===== config.mk =====
export PLATFORM = sky130hd
export DESIGN_NAME = busca_instrucao
export DESIGN_NICKNAME = d
export VERILOG_FILES = /design/src/rtl/busca_instrucao.sv
export SDC_FILE = /design/constraint.sdc
export NUM_CORES = 1
export LEC_CHECK = 0
export CORE_MARGIN = 2
export CORE_UTILIZATION = 44
export DETAILED_ROUTE_END_ITERATION = 12
export PLACE_DENSITY = 0.85
export RECOVER_POWER = 100
export SYNTH_ARGS = -nofsm -noshare
export SYNTH_HDL_FRONTEND = slang
export SYNTH_SLANG_ARGS = --single-unit

===== constraint.sdc =====
create_clock -name clk -period 3.1 [get_ports clk]
set_input_delay 0.465 -clock clk [delete_from_list [all_inputs] [get_ports clk]]
set_output_delay 0.465 -clock clk [all_outputs]
set_load 0.01 [all_outputs]

===== src/rtl/busca_instrucao.sv =====
// ============================================================================
// busca_instrucao -- instruction-fetch unit: PC, IR and the req/ack fetch FSM
// Rev 1.0
// ============================================================================
`default_nettype none

module busca_instrucao #(
  parameter int PC_WIDTH    = 8,
  parameter int INSTR_WIDTH = 16
) (
  input  logic                   clk,
  input  logic                   rst,
  output logic                   mem_req,
  output logic [PC_WIDTH-1:0]    mem_addr,
  input  logic                   mem_ack,
  input  logic [INSTR_WIDTH-1:0] mem_data,
  input  logic                   EscCP,
  input  logic                   EscCondCP,
  input  logic [1:0]             FonteCP,
  input  logic                   zero,
  output logic [3:0]             opcode,
  output logic [3:0]             rd,
  output logic [3:0]             rs,
  output logic [3:0]             rt,
  output logic [7:0]             imm,
  output logic                   instr_valida,
  output logic [PC_WIDTH-1:0]    pc,
  output logic                   parado
);

  localparam logic [1:0] BUSCA      = 2'd0;
  localparam logic [1:0] DECODIFICA = 2'd1;
  localparam logic [1:0] EXECUTA    = 2'd2;
  localparam logic [1:0] PARADO     = 2'd3;

  localparam logic [3:0] OP_HALT = 4'd15;
  localparam int         EXT_W   = (PC_WIDTH > 8) ? PC_WIDTH : 8;

  logic [1:0]             state_q, state_d;
  logic [PC_WIDTH-1:0]    pc_q, pc_d;
  logic [INSTR_WIDTH-1:0] ir_q, ir_d;
  logic                   mem_req_q, mem_req_d;

  logic [EXT_W-1:0]       imm_sx;
  logic [EXT_W-1:0]       imm_zx;
  logic [PC_WIDTH-1:0]    pc_seq;

  always_comb begin
    imm_sx  = EXT_W'($signed(ir_q[7:0]));
    imm_zx  = EXT_W'(ir_q[7:0]);
    pc_seq  = pc_q + PC_WIDTH'(1);
    state_d = state_q;
    pc_d    = pc_q;
    ir_d    = ir_q;

    case (state_q)
      // An ack only counts once the request is actually on the bus.
      BUSCA: begin
        if (mem_req_q && mem_ack) begin
          ir_d    = mem_data;
          state_d = DECODIFICA;
        end
      end
      DECODIFICA: begin
        state_d = (ir_q[15:12] == OP_HALT) ? PARADO : EXECUTA;
      end
      EXECUTA: begin
        if (EscCP) begin
          state_d = BUSCA;
          if (FonteCP == 2'b10)
            pc_d = imm_zx[PC_WIDTH-1:0];
          else if (FonteCP == 2'b01 && EscCondCP && zero)
            pc_d = pc_seq + imm_sx[PC_WIDTH-1:0];
          else
            pc_d = pc_seq;
        end
      end
      PARADO:  state_d = PARADO;
      default: state_d = BUSCA;
    endcase

    // Registered so the request is low during reset and rises on the first edge after it.
    mem_req_d = (state_d == BUSCA);
  end

  always_ff @(posedge clk or posedge rst) begin
    if (rst) begin
      state_q   <= BUSCA;
      pc_q      <= '0;
      ir_q      <= '0;
      mem_req_q <= 1'b0;
    end else begin
      state_q   <= state_d;
      pc_q      <= pc_d;
      ir_q      <= ir_d;
      mem_req_q <= mem_req_d;
    end
  end

  assign mem_req      = mem_req_q;
  assign mem_addr     = pc_q;
  assign pc           = pc_q;
  assign opcode       = ir_q[15:12];
  assign rd           = ir_q[11:8];
  assign rs           = ir_q[7:4];
  assign rt           = ir_q[3:0];
  assign imm          = ir_q[7:0];
  assign instr_valida = (state_q == DECODIFICA);
  assign parado       = (state_q == PARADO);

endmodule

`default_nettype wire


==> results.ini, run 1 <==
[sta]
tightest_slew_ps = 1400
rsz0062_at_grt = no
worst_slew_margin_rel_pct = 6.46
setup_viol = 0
setup_tns_ps = 0
drv_slew = 0
max_freq_ghz = 0.393
finClkSkew_ps = 4.34
final_hold_viol_count = 0
finalCriticalPeriod_ps = 2540
period_share_pct = 82.1

[clocking]
postCtsSetupBuffers = 0
clk_path_buf_depth = 2
clkSinkCount = 27
cts_tree = built
root_buffer = clkbuf_8
cts-htree-levels = 1
cts.clk_slew.worst_paths_ps = 90
hold_buffers = 0
worstSkewPairLatency_ps = 270
cts-buffers-inserted = 3
cts_resized = 0

[die]
ioPinCount = 67
die_area_um2 = 4410
die_y_um = 66.4
rows = 22
core-area_um2 = 3720
start_util_pct = 46.2
dieWidth_um = 66.4

[placed_design]
io_buffers = 66
hpwl_um = 2750
dpl_cell_area_um2 = 2320
gp_congestion = 0.815

[drt]
postRouteAntennaNets = 0
drt-initial-drc-count = 61
drt-wirelength-per-cell_um = 13.2
viasPerCell = 5.28
vias = 1416
wirelength_um = 3540
drtPass1Iterations = 4
drcViolationCount = 0

[synth]
yosys_register_bits = 27
ys_seq_area_share_pct = 39.4
mappedNetlistArea_um2 = 1720
avgSynthCellArea_um2 = 10.2
synth_adder_area_share_pct = 7.73
synth_xor_area_share_pct = 5.03
synth_warnings = 0
synth_top_family_by_area = compound AO/OA/AOI/OAI gates
synthSimpleGateAreaFrac_pct = 13.9
syn_nets = 202
synthDistinctLibCells = 39
synth_top_cells_by_count = dfrtp_1 (27), buf_4 (16), mux2_2 (16)
yosys.area.top_type = dfrtp_1
ys.flop_type = dfrtp_1
synthArstFlopShare_pct = 100
synth_edf_count = 0
synth_top_area_share_pct = 39.4
synth_mux_area_share_pct = 10.5
synth_area_leaders = dfrtp_1 (39%), mux2_2 (11%), buf_4 (7.0%), ha_1 (6.6%), a21oi_1 (3.2%)
synth_compound_area_share_pct = 14.7
yosysMostFrequentCell = dfrtp_1
netlist_instances = 168

[global_route]
grt_max_degree = 28
grt_pass1_wl_um = 5880
grt_usage_pct = 17.3
antenna_found_initial = 0
grt_pass1_vias = 1319
overflow = 0

[critical_path]
path_buf_inv = 0
crit_type = reg -> reg
slowest_delay_ps = 460
path_cells = ha_1 -> nand3_1 -> xnor2_1 -> ha_1 -> o211ai_1 -> o21ai_0 -> a31oi_1 -> or3_1 -> a21oi_1 -> o31ai_1
cpMostUsedCell = ha_1
critPathTopFamily = compound AO/OA/AOI/OAI gates
cp-end-kind = register
rr_worst_depth = 10
critPathSlowestCell = dfrtp_1
path_depth = 10
worstPathRequired_ps = 3240
cp-start-kind = register
crit_arrival_ps = 2680
critPathMaxFanout = 8

[pwr]
sw_frac_of_total_pct = 40.6
clockPowerShare_pct = 7.9
seq_power_share_pct = 29.9
peakVddDrop_mv = 0.489
p_comb_share_pct = 62.2
power_w = 0.00244
p_sw_w = 0.000988
p_per_area_nw_per_um2 = 1030
leakage_nw = 1.03
p_int_w = 0.00145

[cells_and_area]
drive_gt1_share_pct = 11.4
antenna_cells = 0
syn_to_final_growth_pct = 37.3
final_area_um2 = 2360
nets = 255

[worst_hold_path]
hold_path_class = reg -> reg
min_path_cells = 1

[outcome]
status = finished, final reports clean

[flow_run]
cap_violations = 0

## worst register-to-register path, stage by stage, from the launching register on
cell and delay, ps:
dfrtp_1 460, ha_1 250, nand3_1 110, xnor2_1 170, ha_1 330, o211ai_1 90, o21ai_0 290, a31oi_1 190
or3_1 330, a21oi_1 130, o31ai_1 70
## layer usage
layer / part of all wire (%) / GRT usage, % / vias up / wire length [um]
met5: 0 / 0 / - / 0
met1: 44 / 22.4 / 663 / 1540
met3: 5.4 / 2.56 / 7 / 192
li1: - / - / 693 / -
met4: 0.96 / 4.34 / 0 / 34
met2: 50 / 30.0 / 53 / 1770
## cells in the final DEF, fill, tap and decap left out, drive strengths merged, types with 4 or more instances in the layout
cell           Yosys  layout
a21o               6       6
a21oi             11      11
clkbuf             4       6
clkdlybuf4s50      0      20
dfrtp             27      27
dlygate4sd3        0      46
ha                 9       9
mux2              16      16
nand2             13      13
nand3              4       4
nor2               7       7
nor2b              4       4
o21ai              7       7
xnor2              7       7
## registers in the layout, indices dropped and copies added (netlist names)
register / flops
ir_q: 16
mem_req: 1
state_q: 2
mem_addr: 8
## stage by stage
| step | instances | utilization, % | hold WS (ps) | setup WS (ps) |
|---|---|---|---|---|
| global placement | 264 | 62.4 | 490 | 629 |
| detailed placement | 264 | 62.4 | 498 | 541 |
| CTS | 268 | 63.6 | 519 | 540 |
| finish | 268 | 63.4 | 510 | 556 |
| floorplan | 168 | - | 518 | 731 |
| global route | 268 | 63.4 | 538 | 301 |
## final timing paths
kind	start	slack (ps)	to
max	mem_addr[0]$_DFFE_PP0P_	560	mem_addr[7]$_DFFE_PP0P_
min	ir_q[8]$_DFFE_PP0P_	510	ir_q[8]$_DFFE_PP0P_
max reg2reg	mem_addr[0]$_DFFE_PP0P_	560	mem_addr[7]$_DFFE_PP0P_
min reg2reg	ir_q[8]$_DFFE_PP0P_	510	ir_q[8]$_DFFE_PP0P_
max in group asynchronous	rst	1180	state_q[1]$_DFF_PP0_
min in group asynchronous	rst	1100	mem_addr[4]$_DFFE_PP0P_
## power groups by stage
stage / Clock [W] / Sequential (W) / Combinational (W)
2_1_floorplan: 0 / 0.000779 / 0.000992
3_3_place_gp: 0 / 0.000739 / 0.00158
3_5_place_dp: 0 / 0.000750 / 0.00162
4_1_cts: 0.000203 / 0.000745 / 0.00163
5_1_grt: 0.000221 / 0.000768 / 0.00167
6_report: 0.000193 / 0.000728 / 0.00151
## layout make-up
type | count | area (um^2)
Clock buffer | 4 | 45.0
Sequential cell | 27 | 676
Timing Repair Buffer | 69 | 676
Fill cell | 327 | 1360
Tap cell | 48 | 60.1
Multi-Input combinational cell | 117 | 888
Inverter | 3 | 11.3
## logic make-up (layout without fill, tap and decap cells)
family                   after synthesis  in the layout
AND/OR/NAND/NOR                       43             43
AO/OA/AOI/OAI                         39             39
flip-flops                            27             27
buffers and inverters                 24             76
multiplexers                          16             16
adder cells (fa/ha/maj)               10             10
XOR/XNOR                               9              9
No activity file was read; power rests on OpenSTA's default activity.
==> run 2, diff against run 1 <==
==> constraint.sdc (replaced) <==
create_clock -name clk -period 2.5 [get_ports clk]
set_input_delay 0.375 -clock clk [delete_from_list [all_inputs] [get_ports clk]]
set_output_delay 0.375 -clock clk [all_outputs]
set_load 0.01 [all_outputs]
==> results.ini, run 2 (synthesis results as in run 1) <==
[cells_and_area]
final_area_um2 = 2420
regMostFlops = ir_q
syn_to_final_growth_pct = 41.3
antenna_cells = 0
stdcell_count = 271
fillerInstances = 303
nets = 258
largest_reg_flops = 16
final_common_cell = dlygate4sd3_1
drive_gt1_share_pct = 15.2
layout_common_cells = dlygate4sd3_1 (45), dfrtp_1 (26), clkdlybuf4s50_1 (21)

[placed_design]
hpwl_um = 2840
place_ws_ps = 3.79
dp.cells = 267
dpl_cell_area_um2 = 2340
io_buffers = 66
gp_congestion = 0.810

[clocking]
cts-htree-levels = 1
cts_tree = built
cts.clk_slew.worst_paths_ps = 90
clk_path_buf_depth = 2
postCtsSetupBuffers = 0
clkSinkCount = 27
root_buffer = clkbuf_8
cts-buffers-inserted = 3
hold_buffers = 0
worstSkewPairLatency_ps = 270

[critical_path]
cp-end-kind = register
crit_type = reg -> reg
r2r_start = mem_addr[0]$_DFFE_PP0P_
reg2reg_to = mem_addr[5]$_DFFE_PP0P_
crit_arrival_ps = 2550
critPathMaxFanout = 8
cp-start-kind = register
worstPathRequired_ps = 2630
rrSetupSlack_ps = 90
rr_worst_depth = 11

[global_route]
overflow = 0
grt_usage_pct = 18.0
grt_pass1_wl_um = 6170
antenna_found_initial = 0
grt_max_degree = 17
grt_pass1_vias = 1358

[sta]
final_hold_viol_count = 0
tightest_slew_ps = 809
setup_ws_ps = 85.4
worst_slew_margin_rel_pct = 46.0
setup_viol = 0
finClkSkew_ps = 4.91
drv_slew = 0
period_share_pct = 96.6
hold_ws_ps = 511
max_freq_ghz = 0.414
finalCriticalPeriod_ps = 2410

[drt]
drt-initial-drc-count = 56
drt-wirelength-per-cell_um = 13.9
vias = 1414
drtPass1Iterations = 5
viasPerCell = 5.22
postRouteAntennaNets = 0
drcViolationCount = 0
wirelength_um = 3780

[worst_hold_path]
min_path_cells = 1
worstHoldStart = ir_q[9]$_DFFE_PP0P_
hold_end = ir_q[9]$_DFFE_PP0P_
hold_path_class = reg -> reg

[pwr]
p_per_area_nw_per_um2 = 1330
leakage_nw = 1.06
peakVddDrop_mv = 0.644

[die]
start_util_pct = 46.2
core-area_um2 = 3720
dieWidth_um = 66.4
die_y_um = 66.4
rows = 22
die_area_um2 = 4410
ioPinCount = 67

[outcome]
status = finished, final reports clean

[flow_run]
cap_violations = 0

run 2: through the flow:
stage                     power [W]  TNS [ps]  util, %
after floorplan             0.00220         0        -
after global placement      0.00292         0     63.0
after detailed placement    0.00298         0     63.0
after CTS                   0.00324         0     64.2
after global routing        0.00350     -50.3     65.2
final                       0.00322         0     65.2
run 2: metal layers:
metal  up-vias  share of wire (%)  routed length [um]  track usage, %
met4         0                1.7                  63            5.36
met1       644                 44                1670            23.3
li1        702                  -                   -               -
met2        60                 49                1860            31.3
met3         8                4.9                 187            1.87
met5         -                  0                   0               0
run 2: what timing repair did:
item,in CTS,in global routing
gates cloned,0,0
pin swaps,0,1
setup endpoints to repair,1,4
resized for setup,1,9
run 2: worst max-delay path by stage:
stage / startpoint / end / slack (ps) / cells after the start
2_1_floorplan: mem_addr[0]$_DFFE_PP0P_ / mem_addr[7]$_DFFE_PP0P_ / 130 / 10
3_3_place_gp: mem_addr[0]$_DFFE_PP0P_ / mem_addr[7]$_DFFE_PP0P_ / 90 / 10
3_5_place_dp: mem_addr[0]$_DFFE_PP0P_ / mem_addr[7]$_DFFE_PP0P_ / 4 / 10
4_1_cts: mem_addr[0]$_DFFE_PP0P_ / mem_addr[6]$_DFFE_PP0P_ / 50 / 8
5_1_grt: mem_addr[0]$_DFFE_PP0P_ / mem_addr[5]$_DFFE_PP0P_ / -50 / 11
6_report: mem_addr[0]$_DFFE_PP0P_ / mem_addr[5]$_DFFE_PP0P_ / 90 / 11
run 2: final cells by class:
cell class,instances,area [um^2],share of cell area (%)
Tap cell,48,60.1,2.48
Sequential cell,27,677,27.9
Inverter,3,11.3,0.465
Clock buffer,4,45.0,1.86
Timing Repair Buffer,72,694,28.7
Multi-Input combinational cell,117,936,38.6
run 2: critical path, cell delays in order, from the launching register on:
cell      delay (ps)
dfrtp_2          450
ha_4             170
nand3_1          110
xnor2_2          170
ha_1             320
a21oi_1          210
o21ai_2          120
buf_4            150
xnor2_1          130
nor2_1            80
a211oi_1         260
o31ai_1          100
run 2: power breakdown:
group / total [W] / internal, W / switching, W
logic: 0.00208 / 0.00114 / 0.000941
registers: 0.000906 / 0.000651 / 0.000255
clock network: 0.000241 / 0.000114 / 0.000127
